`src/rtl/uart_link_pkg.sv`:
```
`default_nettype none
// ============================================================================
// Module      : uart_link_pkg
// Description : Shared constants and state encodings for the host-side
//               MIPS debug UART link (TX frame builder, serializer, RX path).
// Revision    : 1.0 - initial release
// ============================================================================
package uart_link_pkg;

  localparam logic [7:0] HDR_BYTE   = 8'hA5;  // loader frame header
  localparam int         OVERSAMPLE = 16;     // s_tick pulses per bit
  localparam int         MID_SAMPLE = 7;      // start-bit re-check point

  typedef enum logic [3:0] {
    CTL_IDLE      = 4'd0,
    CTL_HDR       = 4'd1,
    CTL_CNT       = 4'd2,
    CTL_WAIT_WORD = 4'd3,
    CTL_SEND_B3   = 4'd4,
    CTL_SEND_B2   = 4'd5,
    CTL_SEND_B1   = 4'd6,
    CTL_SEND_B0   = 4'd7,
    CTL_DONE      = 4'd8
  } ctl_state_e;

  typedef enum logic [1:0] {
    SER_IDLE  = 2'd0,
    SER_START = 2'd1,
    SER_DATA  = 2'd2,
    SER_STOP  = 2'd3
  } ser_state_e;

  typedef enum logic [1:0] {
    RX_IDLE  = 2'd0,
    RX_START = 2'd1,
    RX_DATA  = 2'd2,
    RX_STOP  = 2'd3
  } rx_state_e;

endpackage
`default_nettype wire

```
`src/rtl/uart_byte_tx.sv`:
```
`default_nettype none
// ============================================================================
// Module      : uart_byte_tx
// Description : 8N1 byte serializer driven by a 16x oversampled tick.
//               start : one-cycle launch, din captured with it
//               din   : character to send (LSB first)
//               done  : one-cycle pulse as the stop bit completes
//               tx    : registered serial output, idles high
// Revision    : 1.0 - initial release
// ============================================================================
module uart_byte_tx
  import uart_link_pkg::*;
#(
  parameter int DBIT    = 8,
  parameter int SB_TICK = 16
) (
  input  logic            clk,
  input  logic            reset,
  input  logic            s_tick,
  input  logic            start,
  input  logic [DBIT-1:0] din,
  output logic            done,
  output logic            tx
);

  localparam int SW = (SB_TICK > OVERSAMPLE) ? $clog2(SB_TICK) : $clog2(OVERSAMPLE);
  localparam int NW = (DBIT > 1) ? $clog2(DBIT) : 1;

  ser_state_e      state_q, state_d;
  logic [SW-1:0]   s_q, s_d;
  logic [NW-1:0]   n_q, n_d;
  logic [DBIT-1:0] b_q, b_d;
  logic            tx_q, tx_d;

  always_ff @(posedge clk or negedge reset) begin
    if (!reset) begin
      state_q <= SER_IDLE;
      s_q     <= '0;
      n_q     <= '0;
      b_q     <= '0;
      tx_q    <= 1'b1;
    end else begin
      state_q <= state_d;
      s_q     <= s_d;
      n_q     <= n_d;
      b_q     <= b_d;
      tx_q    <= tx_d;
    end
  end

  always_comb begin
    state_d = state_q;
    s_d     = s_q;
    n_d     = n_q;
    b_d     = b_q;
    tx_d    = tx_q;
    done    = 1'b0;
    unique case (state_q)
      SER_IDLE: begin
        tx_d = 1'b1;
        if (start) begin
          state_d = SER_START;
          s_d     = '0;
          b_d     = din;
          tx_d    = 1'b0;
        end
      end
      SER_START: if (s_tick) begin
        if (s_q == SW'(OVERSAMPLE - 1)) begin
          state_d = SER_DATA;
          s_d     = '0;
          n_d     = '0;
          tx_d    = b_q[0];
        end else begin
          s_d = s_q + 1'b1;
        end
      end
      SER_DATA: if (s_tick) begin
        if (s_q == SW'(OVERSAMPLE - 1)) begin
          s_d = '0;
          b_d = b_q >> 1;
          if (n_q == NW'(DBIT - 1)) begin
            state_d = SER_STOP;
            tx_d    = 1'b1;
          end else begin
            n_d  = n_q + 1'b1;
            tx_d = b_d[0];
          end
        end else begin
          s_d = s_q + 1'b1;
        end
      end
      SER_STOP: if (s_tick) begin
        if (s_q == SW'(SB_TICK - 1)) begin
          state_d = SER_IDLE;
          done    = 1'b1;
        end else begin
          s_d = s_q + 1'b1;
        end
      end
      default: state_d = SER_IDLE;
    endcase
  end

  assign tx = tx_q;

endmodule
`default_nettype wire

```
`src/rtl/host_uart_link.sv`:
```
`default_nettype none
// ============================================================================
// Module      : host_uart_link
// Description : Host end of the MIPS debug UART link.
//               TX: cmd_start/word_count start a load frame
//                   (A5, count, words MSB first); words enter through the
//                   word_in/word_valid/word_ready handshake; busy spans it.
//               RX: RX is deserialized (8N1); good bytes are packed MSB
//                   first into result/result_valid; bad stop bits pulse
//                   frame_error. A long inter-byte gap drops a partial word.
// Revision    : 1.0 - initial release
// ============================================================================
module host_uart_link
  import uart_link_pkg::*;
#(
  parameter int DBIT      = 8,
  parameter int SB_TICK   = 16,
  parameter int GAP_TICKS = 4096
) (
  input  logic        clk,
  input  logic        reset,
  input  logic        s_tick,
  input  logic        cmd_start,
  input  logic [7:0]  word_count,
  input  logic [31:0] word_in,
  input  logic        word_valid,
  output logic        word_ready,
  output logic        busy,
  input  logic        RX,
  output logic        TX,
  output logic [31:0] result,
  output logic        result_valid,
  output logic        frame_error
);

  localparam int SW = (SB_TICK > OVERSAMPLE) ? $clog2(SB_TICK) : $clog2(OVERSAMPLE);
  localparam int NW = (DBIT > 1) ? $clog2(DBIT) : 1;
  localparam int GW = $clog2(GAP_TICKS);

  // -------------------------------------------------------------- TX control
  ctl_state_e  ctl_q, ctl_d;
  logic [7:0]  count_q, count_d;
  logic [31:0] word_q, word_d;
  logic        launched_q, launched_d;  // current byte already handed over
  logic        ser_start, ser_done;
  logic [7:0]  ser_byte;

  always_ff @(posedge clk or negedge reset) begin
    if (!reset) begin
      ctl_q      <= CTL_IDLE;
      count_q    <= '0;
      word_q     <= '0;
      launched_q <= 1'b0;
    end else begin
      ctl_q      <= ctl_d;
      count_q    <= count_d;
      word_q     <= word_d;
      launched_q <= launched_d;
    end
  end

  always_comb begin
    ctl_d      = ctl_q;
    count_d    = count_q;
    word_d     = word_q;
    launched_d = launched_q;
    word_ready = 1'b0;
    ser_start  = 1'b0;
    ser_byte   = HDR_BYTE;
    unique case (ctl_q)
      CTL_IDLE: if (cmd_start && word_count != 8'd0) begin
        count_d = word_count;
        ctl_d   = CTL_HDR;
      end
      CTL_HDR: begin
        ser_start = !launched_q;
        if (ser_done) ctl_d = CTL_CNT;
      end
      CTL_CNT: begin
        ser_byte  = count_q;
        ser_start = !launched_q;
        if (ser_done) ctl_d = CTL_WAIT_WORD;
      end
      CTL_WAIT_WORD: begin
        word_ready = 1'b1;
        if (word_valid) begin
          word_d = word_in;
          ctl_d  = CTL_SEND_B3;
        end
      end
      CTL_SEND_B3: begin
        ser_byte  = word_q[31:24];
        ser_start = !launched_q;
        if (ser_done) ctl_d = CTL_SEND_B2;
      end
      CTL_SEND_B2: begin
        ser_byte  = word_q[23:16];
        ser_start = !launched_q;
        if (ser_done) ctl_d = CTL_SEND_B1;
      end
      CTL_SEND_B1: begin
        ser_byte  = word_q[15:8];
        ser_start = !launched_q;
        if (ser_done) ctl_d = CTL_SEND_B0;
      end
      CTL_SEND_B0: begin
        ser_byte  = word_q[7:0];
        ser_start = !launched_q;
        if (ser_done) begin
          count_d = count_q - 8'd1;
          ctl_d   = (count_q == 8'd1) ? CTL_DONE : CTL_WAIT_WORD;
        end
      end
      CTL_DONE: ctl_d = CTL_IDLE;
      default:  ctl_d = CTL_IDLE;
    endcase
    if (ser_start)     launched_d = 1'b1;
    else if (ser_done) launched_d = 1'b0;
  end

  assign busy = (ctl_q != CTL_IDLE);

  uart_byte_tx #(
    .DBIT    (DBIT),
    .SB_TICK (SB_TICK)
  ) u_byte_tx (
    .clk    (clk),
    .reset  (reset),
    .s_tick (s_tick),
    .start  (ser_start),
    .din    (DBIT'(ser_byte)),
    .done   (ser_done),
    .tx     (TX)
  );

  // -------------------------------------------------------------- RX path
  logic            rx_s1_q, rx_s2_q, rx_prev_q;
  rx_state_e       rx_q, rx_d;
  logic [SW-1:0]   rs_q, rs_d;
  logic [NW-1:0]   rn_q, rn_d;
  logic [DBIT-1:0] rb_q, rb_d;
  logic            good_byte, bad_byte;

  logic [31:0]     acc_q, acc_d;
  logic [1:0]      bcnt_q, bcnt_d;
  logic [GW-1:0]   gap_q, gap_d;
  logic [31:0]     result_q, result_d;
  logic            rv_q, rv_d;
  logic            fe_q;

  always_ff @(posedge clk or negedge reset) begin
    if (!reset) begin
      rx_s1_q   <= 1'b1;
      rx_s2_q   <= 1'b1;
      rx_prev_q <= 1'b1;
      rx_q      <= RX_IDLE;
      rs_q      <= '0;
      rn_q      <= '0;
      rb_q      <= '0;
      acc_q     <= '0;
      bcnt_q    <= '0;
      gap_q     <= '0;
      result_q  <= '0;
      rv_q      <= 1'b0;
      fe_q      <= 1'b0;
    end else begin
      rx_s1_q   <= RX;
      rx_s2_q   <= rx_s1_q;
      rx_prev_q <= rx_s2_q;
      rx_q      <= rx_d;
      rs_q      <= rs_d;
      rn_q      <= rn_d;
      rb_q      <= rb_d;
      acc_q     <= acc_d;
      bcnt_q    <= bcnt_d;
      gap_q     <= gap_d;
      result_q  <= result_d;
      rv_q      <= rv_d;
      fe_q      <= bad_byte;
    end
  end

  always_comb begin
    rx_d      = rx_q;
    rs_d      = rs_q;
    rn_d      = rn_q;
    rb_d      = rb_q;
    good_byte = 1'b0;
    bad_byte  = 1'b0;
    unique case (rx_q)
      // Edge rather than level, so a line held low after a bad stop bit
      // does not retrigger a character.
      RX_IDLE: if (rx_prev_q && !rx_s2_q) begin
        rx_d = RX_START;
        rs_d = '0;
      end
      RX_START: if (s_tick) begin
        if (rs_q == SW'(MID_SAMPLE)) begin
          rs_d = '0;
          rn_d = '0;
          rx_d = rx_s2_q ? RX_IDLE : RX_DATA;  // high here means a glitch
        end else begin
          rs_d = rs_q + 1'b1;
        end
      end
      RX_DATA: if (s_tick) begin
        if (rs_q == SW'(OVERSAMPLE - 1)) begin
          rs_d = '0;
          rb_d = {rx_s2_q, rb_q[DBIT-1:1]};
          if (rn_q == NW'(DBIT - 1)) rx_d = RX_STOP;
          else                       rn_d = rn_q + 1'b1;
        end else begin
          rs_d = rs_q + 1'b1;
        end
      end
      RX_STOP: if (s_tick) begin
        if (rs_q == SW'(SB_TICK - 1)) begin
          rx_d      = RX_IDLE;
          good_byte = rx_s2_q;
          bad_byte  = !rx_s2_q;
        end else begin
          rs_d = rs_q + 1'b1;
        end
      end
      default: rx_d = RX_IDLE;
    endcase
  end

  // Word reassembly with inter-byte gap timeout.
  always_comb begin
    acc_d    = acc_q;
    bcnt_d   = bcnt_q;
    gap_d    = gap_q;
    result_d = result_q;
    rv_d     = 1'b0;
    if (good_byte) begin
      acc_d  = {acc_q[23:0], 8'(rb_q)};
      bcnt_d = bcnt_q + 1'b1;
      gap_d  = '0;
      if (bcnt_q == 2'd3) begin
        result_d = {acc_q[23:0], 8'(rb_q)};
        rv_d     = 1'b1;
      end
    end else if (bcnt_q != 2'd0 && s_tick) begin
      if (gap_q == GW'(GAP_TICKS - 1)) begin
        acc_d  = '0;
        bcnt_d = '0;
        gap_d  = '0;
      end else begin
        gap_d = gap_q + 1'b1;
      end
    end
  end

  assign result       = result_q;
  assign result_valid = rv_q;
  assign frame_error  = fe_q;

endmodule
`default_nettype wire
```
`config.mk`:
```
export PLATFORM = sky130hd
export DESIGN_NAME = host_uart_link
export DESIGN_NICKNAME = d
export VERILOG_FILES = /design/src/rtl/uart_link_pkg.sv /design/src/rtl/uart_byte_tx.sv /design/src/rtl/host_uart_link.sv
export SDC_FILE = /design/constraint.sdc
export NUM_CORES = 1
export LEC_CHECK = 0
export ABC_AREA = 1
export CORE_ASPECT_RATIO = 1.1
export CORE_MARGIN = 10
export CORE_UTILIZATION = 57
export DETAILED_ROUTE_END_ITERATION = 8
export HOLD_SLACK_MARGIN = 0.1
export PLACE_DENSITY = 0.84
export REMOVE_ABC_BUFFERS = 1
export SLEW_MARGIN = 20
export SYNTH_ARGS = -nofsm -noshare
export SYNTH_HDL_FRONTEND = slang
export SYNTH_SLANG_ARGS = --single-unit
```
`constraint.sdc`:
```
create_clock -name clk -period 2.35 [get_ports clk]
set_input_delay 0.235 -clock clk [delete_from_list [all_inputs] [get_ports clk]]
set_output_delay 0.235 -clock clk [all_outputs]
set_load 0.1 [all_outputs]
```
==> results of run 1 <==
-- flip-flops by register name, summed over array words and instances (netlist names), 2 cells and up, named ones only --
signal,flops
u_byte_tx.state_q,2
u_byte_tx.n_q,3
ctl_q,4
count_q,8
gap_q,12
rs_q,4
u_byte_tx.b_q,8
result,32
u_byte_tx.s_q,4
rn_q,3
word_q,32
acc_q,24
rb_q,8
bcnt_q,2
-- synth_stat cells (4+ instances only) --
cell type and count:
buf_6 6, or2_2 4, xor2_1 5, dfrtp_1 151, nand2_2 4, a21oi_1 14, nor2_2 7, ha_1 17
nand4_1 9, mux2_2 4, inv_1 66, o21ai_1 12, nor3_1 8, o21ai_0 56, buf_2 7, nor2_1 60
nand3_1 43, nand2_1 341, inv_2 11, dfstp_2 4, mux2_1 26, clkbuf_1 6
-- layer usage --
layer,global-route usage,up-vias
li1,-,3039
met3,0.0559,29
met5,0,-
met4,0.0665,0
met2,0.317,144
met1,0.243,2886
-- timing repair --
action,4_1_cts,5_1_grt
setup endpoints to repair,0,0
endpoints found under the hold margin,55,0
hold buffers,1,0
setup buffers,0,0
-- power by group --
group	leakage (nW)	internal, mW	total (mW)	switching, mW
logic	2.38	0.791	2.20	1.41
clock network	0.269	1.52	2.63	1.11
registers	2.01	3.17	3.53	0.366
-- how the worst min path moves through the flow --
stage	slack [ps]	from	to
2_1_floorplan	-60	reset	async pin
3_3_place_gp	250	reset	count_q[6]
3_5_place_dp	240	reset	count_q[6]
4_1_cts	190	RX	rx_s1_q
5_1_grt	190	RX	rx_s1_q
6_report	210	RX	rx_s1_q
-- worst reg2reg max path, delay by kind of cell (launching register included) --
family          cells  cell delay [ps]
simple gates        4              570
buf+inv             2              520
flops               1              430
fa+ha+maj           1              320
compound gates      1               50
-- area by class of cell --
cell class / instances / area share
repair buffers: 98 / 0.0977
clock buffers: 20 / 0.0508
clock inverters: 12 / 0.0127
inverters: 77 / 0.0322
flip-flops and latches: 155 / 0.432
multi-input cells: 634 / 0.352
well taps: 157 / 0.0219
-- stage by stage --
step                       util  power, mW  cell area [sq um]  setup slack, ps  hold slack, ps
after floorplan               -       5.04               7340             11.4           -60.6
after global placement    0.659       5.65               8400              321             248
after detailed placement  0.659       5.72               8400              257             241
after CTS                 0.704       8.38               8980              405             194
after global routing      0.704       8.87               8980              162             195
final                     0.704       8.36               8980              341             214
-- cell families (layout without fill, tap and decap cells) --
group                      after synthesis  in the layout  share of synthesized area
and+or+nand+nor                        485            485                      0.272
adders and majority gates               17             17                     0.0284
DFF                                    155            155                      0.519
AOI/OAI and AO/OA                       97             97                     0.0717
muxes                                   30             30                     0.0451
xor gates and xnor gates                 5              5                    0.00585
buffers and inverters                   99            207                     0.0583
==> results.sh, run 1 <==
export IMPL_period_share=0.855
export IMPL_path_clk_slew_ps=60
export IMPL_synthArstFlopShare=1.00
export IMPL_via_per_inst=5.29
export IMPL_dr_pass1_iters=6
export IMPL_synth_area_per_cell_sq_um=8.43
export IMPL_max_freq_mhz=498
export IMPL_fin_nets=1046
export IMPL_slowest_stage="dfrtp_1"
export IMPL_grt_max_degree=59
export IMPL_crit_path_start="u_byte_tx.state_q[0]"
export IMPL_synth_top_area_frac=0.505
export IMPL_top_layer_used="met4"
export IMPL_rr_endpoint="u_byte_tx.b_q[0]"
export IMPL_crit_top_cell="nand2_1"
export IMPL_drc_errors=0
export IMPL_setup_viol=0
export IMPL_seqCellArea_sq_mm=0.00388
export IMPL_vias=6098
export IMPL_synth_cell_types=40
export IMPL_fin_cells=1153
export IMPL_synth_main_ff_cell="dfrtp_1"
export IMPL_wl_met3_um=937
export IMPL_core_rowCount=43
export IMPL_cp_required_ps=2660
export IMPL_met1Wirelength_um=7350
export IMPL_power_per_cell_area_mw_per_mm2=931
export IMPL_portBuffers=82
export IMPL_slowest_delay_ps=430
export IMPL_fill_cells=971
export IMPL_hold_depth=1
export IMPL_path_depth=8
export IMPL_synth_edf_count=0
export IMPL_r2r_cells=8
export IMPL_crit_buf_inv=2
export IMPL_multi_input_area_sq_mm=0.00316
export IMPL_synth_warnings=0
export IMPL_tns_ps=0
export IMPL_layout_drive_gt1_share=0.132
export IMPL_regToRegSetupSlack_ps=340
export IMPL_critPathTopFamily="simple AND/OR/NAND/NOR gates"
export IMPL_grt_pass1_vias=6069
export IMPL_netlist_area_sq_mm=0.00748
export IMPL_synth_cells=888
export IMPL_min_path_type="primary input to register"
export IMPL_p_leak_nw=4.65
export IMPL_ant_nets=0
export IMPL_clk_root_buffer_cell="clkbuf_16"
export IMPL_crit_reg2reg_launch="u_byte_tx.state_q[0]"
export IMPL_initial_core_util=0.587
export IMPL_crit_path_cell_trace="inv_1 > ha_1 > inv_1 > nand2_1 > nor2_1 > nand2_1 > nand2_1 > o21ai_1"
export IMPL_dieArea_sq_mm=0.0181
export IMPL_clock_skew_ps=9.10
export IMPL_crit_arrival_ps=2320
export IMPL_layout_min_cycle_time_ps=2010
export IMPL_drt_iter0_drc=462
export IMPL_cts_resized=0
export IMPL_mostFrequentLayoutCell="nand2_1"
export IMPL_place_inst=1120
export IMPL_ir_drop_mv=0.527
export IMPL_cts_tree="done"
export IMPL_ios=83
export IMPL_rsz0062_at_grt="false"
export IMPL_wl_per_cell_um=14.7
export IMPL_cp_start_kind="register"
export IMPL_cts_sinks=155
export IMPL_die_x_um=129
export IMPL_die_h_um=140
export IMPL_crit_path_end_kind="register"
export IMPL_gp_congestion=0.945
export IMPL_gr_usage_all_layers=0.195
export IMPL_ys_seq_elements=155
export IMPL_yosysTopAreaCell="dfrtp_1"
export IMPL_layout_common_cells="nand2_1 (341), dfrtp_1 (151), inv_1 (66)"
export IMPL_slew_violations=0
export IMPL_grt_pass1_wl_um=28800
export IMPL_cts_buffers=17
export IMPL_clk_path_buf_depth=2
export IMPL_critical_path_class="register to register"
export IMPL_overflow=0
export IMPL_wl_met2_um=8340
export IMPL_synth_area_top_cells="dfrtp_1 (50%), nand2_1 (17%), mux2_1 (3.9%)"
export IMPL_wirelength_um=16900
export IMPL_coreArea_sq_mm=0.0128
export IMPL_antenna_found_initial=0
export IMPL_place_hpwl_um=12200
export IMPL_crit_end="u_byte_tx.b_q[0]"
export IMPL_syn2layout_area_growth_pct=20.0
export IMPL_yosysSeqAreaShare=0.519
export IMPL_maxCapViolCount=0
export IMPL_hold_viol=0
export IMPL_status="complete, no violations"
export IMPL_cp_max_fo=15
export IMPL_num_antenna_cells=0
export IMPL_clk_latency_ps=420
export IMPL_tightest_slew_ps=557
export IMPL_slew_headroom=0.629
export IMPL_cts_htree_levels=4
No activity file was read; power rests on OpenSTA's default activity.
==> inputs of run 2 (changes only) <==
CAP_MARGIN = 30   (was unset)
SKIP_CTS_REPAIR_TIMING = 1   (was unset)
==> results of run 2 <==
Same layout as run 1: the final DEF is identical, and so are final timing and power.
Main changes from that run: wire length of the first global-routing pass 28800 um -> 28700 um; via count of the first global-routing pass 6069 -> 6066
==> inputs of run 3 (changes only) <==
PLACE_DENSITY = 0.81   (was 0.84)
==> run 3 against run 2 <==
Register-to-register slack about the same. Critical path depth up 1. Wire length up 0.84%. Sequential power about the same. Maximum frequency up 0.23%. Design area down 0.13%. Sequential share of layout area up 0.054 points. Core utilization down 0.088 points. Combinational power about the same. Clock skew up 1.3 ps. Sequential cell count unchanged. Clock power about the same. Largest power group unchanged.
==> results.sh, run 3 (synthesis results as in run 1) <==
export IMPL_drc_errors=0
export IMPL_regToRegSetupSlack_ps=350
export IMPL_layout_min_cycle_time_ps=2000
export IMPL_crit_arrival_ps=2310
export IMPL_syn2layout_area_growth_pct=19.8
export IMPL_mostFrequentLayoutCell="nand2_1"
export IMPL_min_path_type="primary input to register"
export IMPL_num_antenna_cells=0
export IMPL_cts_sinks=155
export IMPL_layout_drive_gt1_share=0.129
export IMPL_cts_buffers=17
export IMPL_drt_iter0_drc=495
export IMPL_max_freq_mhz=499
export IMPL_cp_max_fo=6
export IMPL_die_h_um=140
export IMPL_wirelength_um=17100
export IMPL_rr_endpoint="ctl_q[1]"
export IMPL_coreArea_sq_mm=0.0128
export IMPL_grt_max_degree=54
export IMPL_cp_start_kind="register"
export IMPL_layout_common_cells="nand2_1 (341), dfrtp_1 (151), inv_1 (66)"
export IMPL_setup_viol=0
export IMPL_clk_root_buffer_cell="clkbuf_16"
export IMPL_antenna_found_initial=0
export IMPL_dr_pass1_iters=5
export IMPL_clk_latency_ps=430
export IMPL_gp_congestion=0.898
export IMPL_wl_per_cell_um=14.9
export IMPL_critical_path_class="register to register"
export IMPL_tightest_slew_ps=618
export IMPL_path_clk_slew_ps=60
export IMPL_via_per_inst=5.33
export IMPL_p_leak_nw=4.65
export IMPL_core_rowCount=43
export IMPL_preCtsSetupSlack_ps=227
export IMPL_fill_cells=958
export IMPL_setup_slack_ps=346
export IMPL_fin_nets=1043
export IMPL_slew_violations=0
export IMPL_postLayoutCoreUtil=0.703
export IMPL_tns_ps=0
export IMPL_hold_viol=0
export IMPL_dieArea_sq_mm=0.0181
export IMPL_gr_usage_all_layers=0.196
export IMPL_maxCapViolCount=0
export IMPL_crit_path_end_kind="register"
export IMPL_ir_drop_mv=0.517
export IMPL_clk_path_buf_depth=2
export IMPL_place_hpwl_um=12100
export IMPL_r2r_cells=9
export IMPL_clock_skew_ps=10.4
export IMPL_portBuffers=82
export IMPL_hold_path_startpoint="RX"
export IMPL_die_x_um=129
export IMPL_crit_reg2reg_launch="u_byte_tx.s_q[0]"
export IMPL_ant_nets=0
export IMPL_overflow=0
export IMPL_cts_htree_levels=4
export IMPL_worst_hold_path_endpoint="rx_s1_q"
export IMPL_cts_tree="done"
export IMPL_ios=83
export IMPL_initial_core_util=0.587
export IMPL_vias=6132
export IMPL_cp_required_ps=2660
export IMPL_status="complete, no violations"
export IMPL_period_share=0.853
export IMPL_power_mw=8.38
export IMPL_power_per_cell_area_mw_per_mm2=935
export IMPL_grt_pass1_wl_um=28900
export IMPL_slew_headroom=0.587
export IMPL_grt_pass1_vias=6018
export IMPL_worst_hold_slack_ps=225
export IMPL_rsz0062_at_grt="false"
export IMPL_hold_depth=1
==> run 3: per-stage QoR <==
stage               instance area, sq um  instances
floorplan                           7340        866
global placement                    8380       1117
detailed placement                  8380       1117
CTS                                 8960       1149
global route                        8970       1150
finish                              8970       1150
==> run 3: power breakdown <==
part	switching [mW]	internal, mW	total [mW]
combinational	1.40	0.779	2.18
sequential	0.375	3.17	3.54
clock	1.11	1.56	2.66
==> run 3: how the worst max path moves through the flow <==
stage                       to  slack, ps              from
floorplan           result[10]         10           rs_q[0]
global placement      acc_q[1]        330            s_tick
detailed placement    acc_q[0]        230            s_tick
CTS                 result[22]        330           rs_q[0]
global route        result[10]        110           rs_q[0]
finish                ctl_q[1]        350  u_byte_tx.s_q[0]
==> run 3: layer usage <==
layer	GRT usage	part of all wire
met5	0	0
met4	0.0737	0.024
met3	0.0483	0.051
met2	0.317	0.49
met1	0.248	0.44
==> run 3: area by class of cell <==
type                            instances  area [sq um]  area share
Inverter                               77           289      0.0322
Clock buffer                           21           470      0.0524
Clock inverter                         11           111      0.0124
Timing Repair Buffer                   95           855      0.0953
Tap cell                              157           196      0.0219
Sequential cell                       155          3880       0.433
Multi-Input combinational cell        634          3160       0.353
==> run 3: critical path: stages (launching register included) <==
cell and delay [ps]:
dfrtp_1 410, ha_1 200, nand2_1 80, nor2_2 220
nand3_1 200, buf_4 200, a21oi_2 220, nand3_1 200
nand2_1 100, nand2_1 60
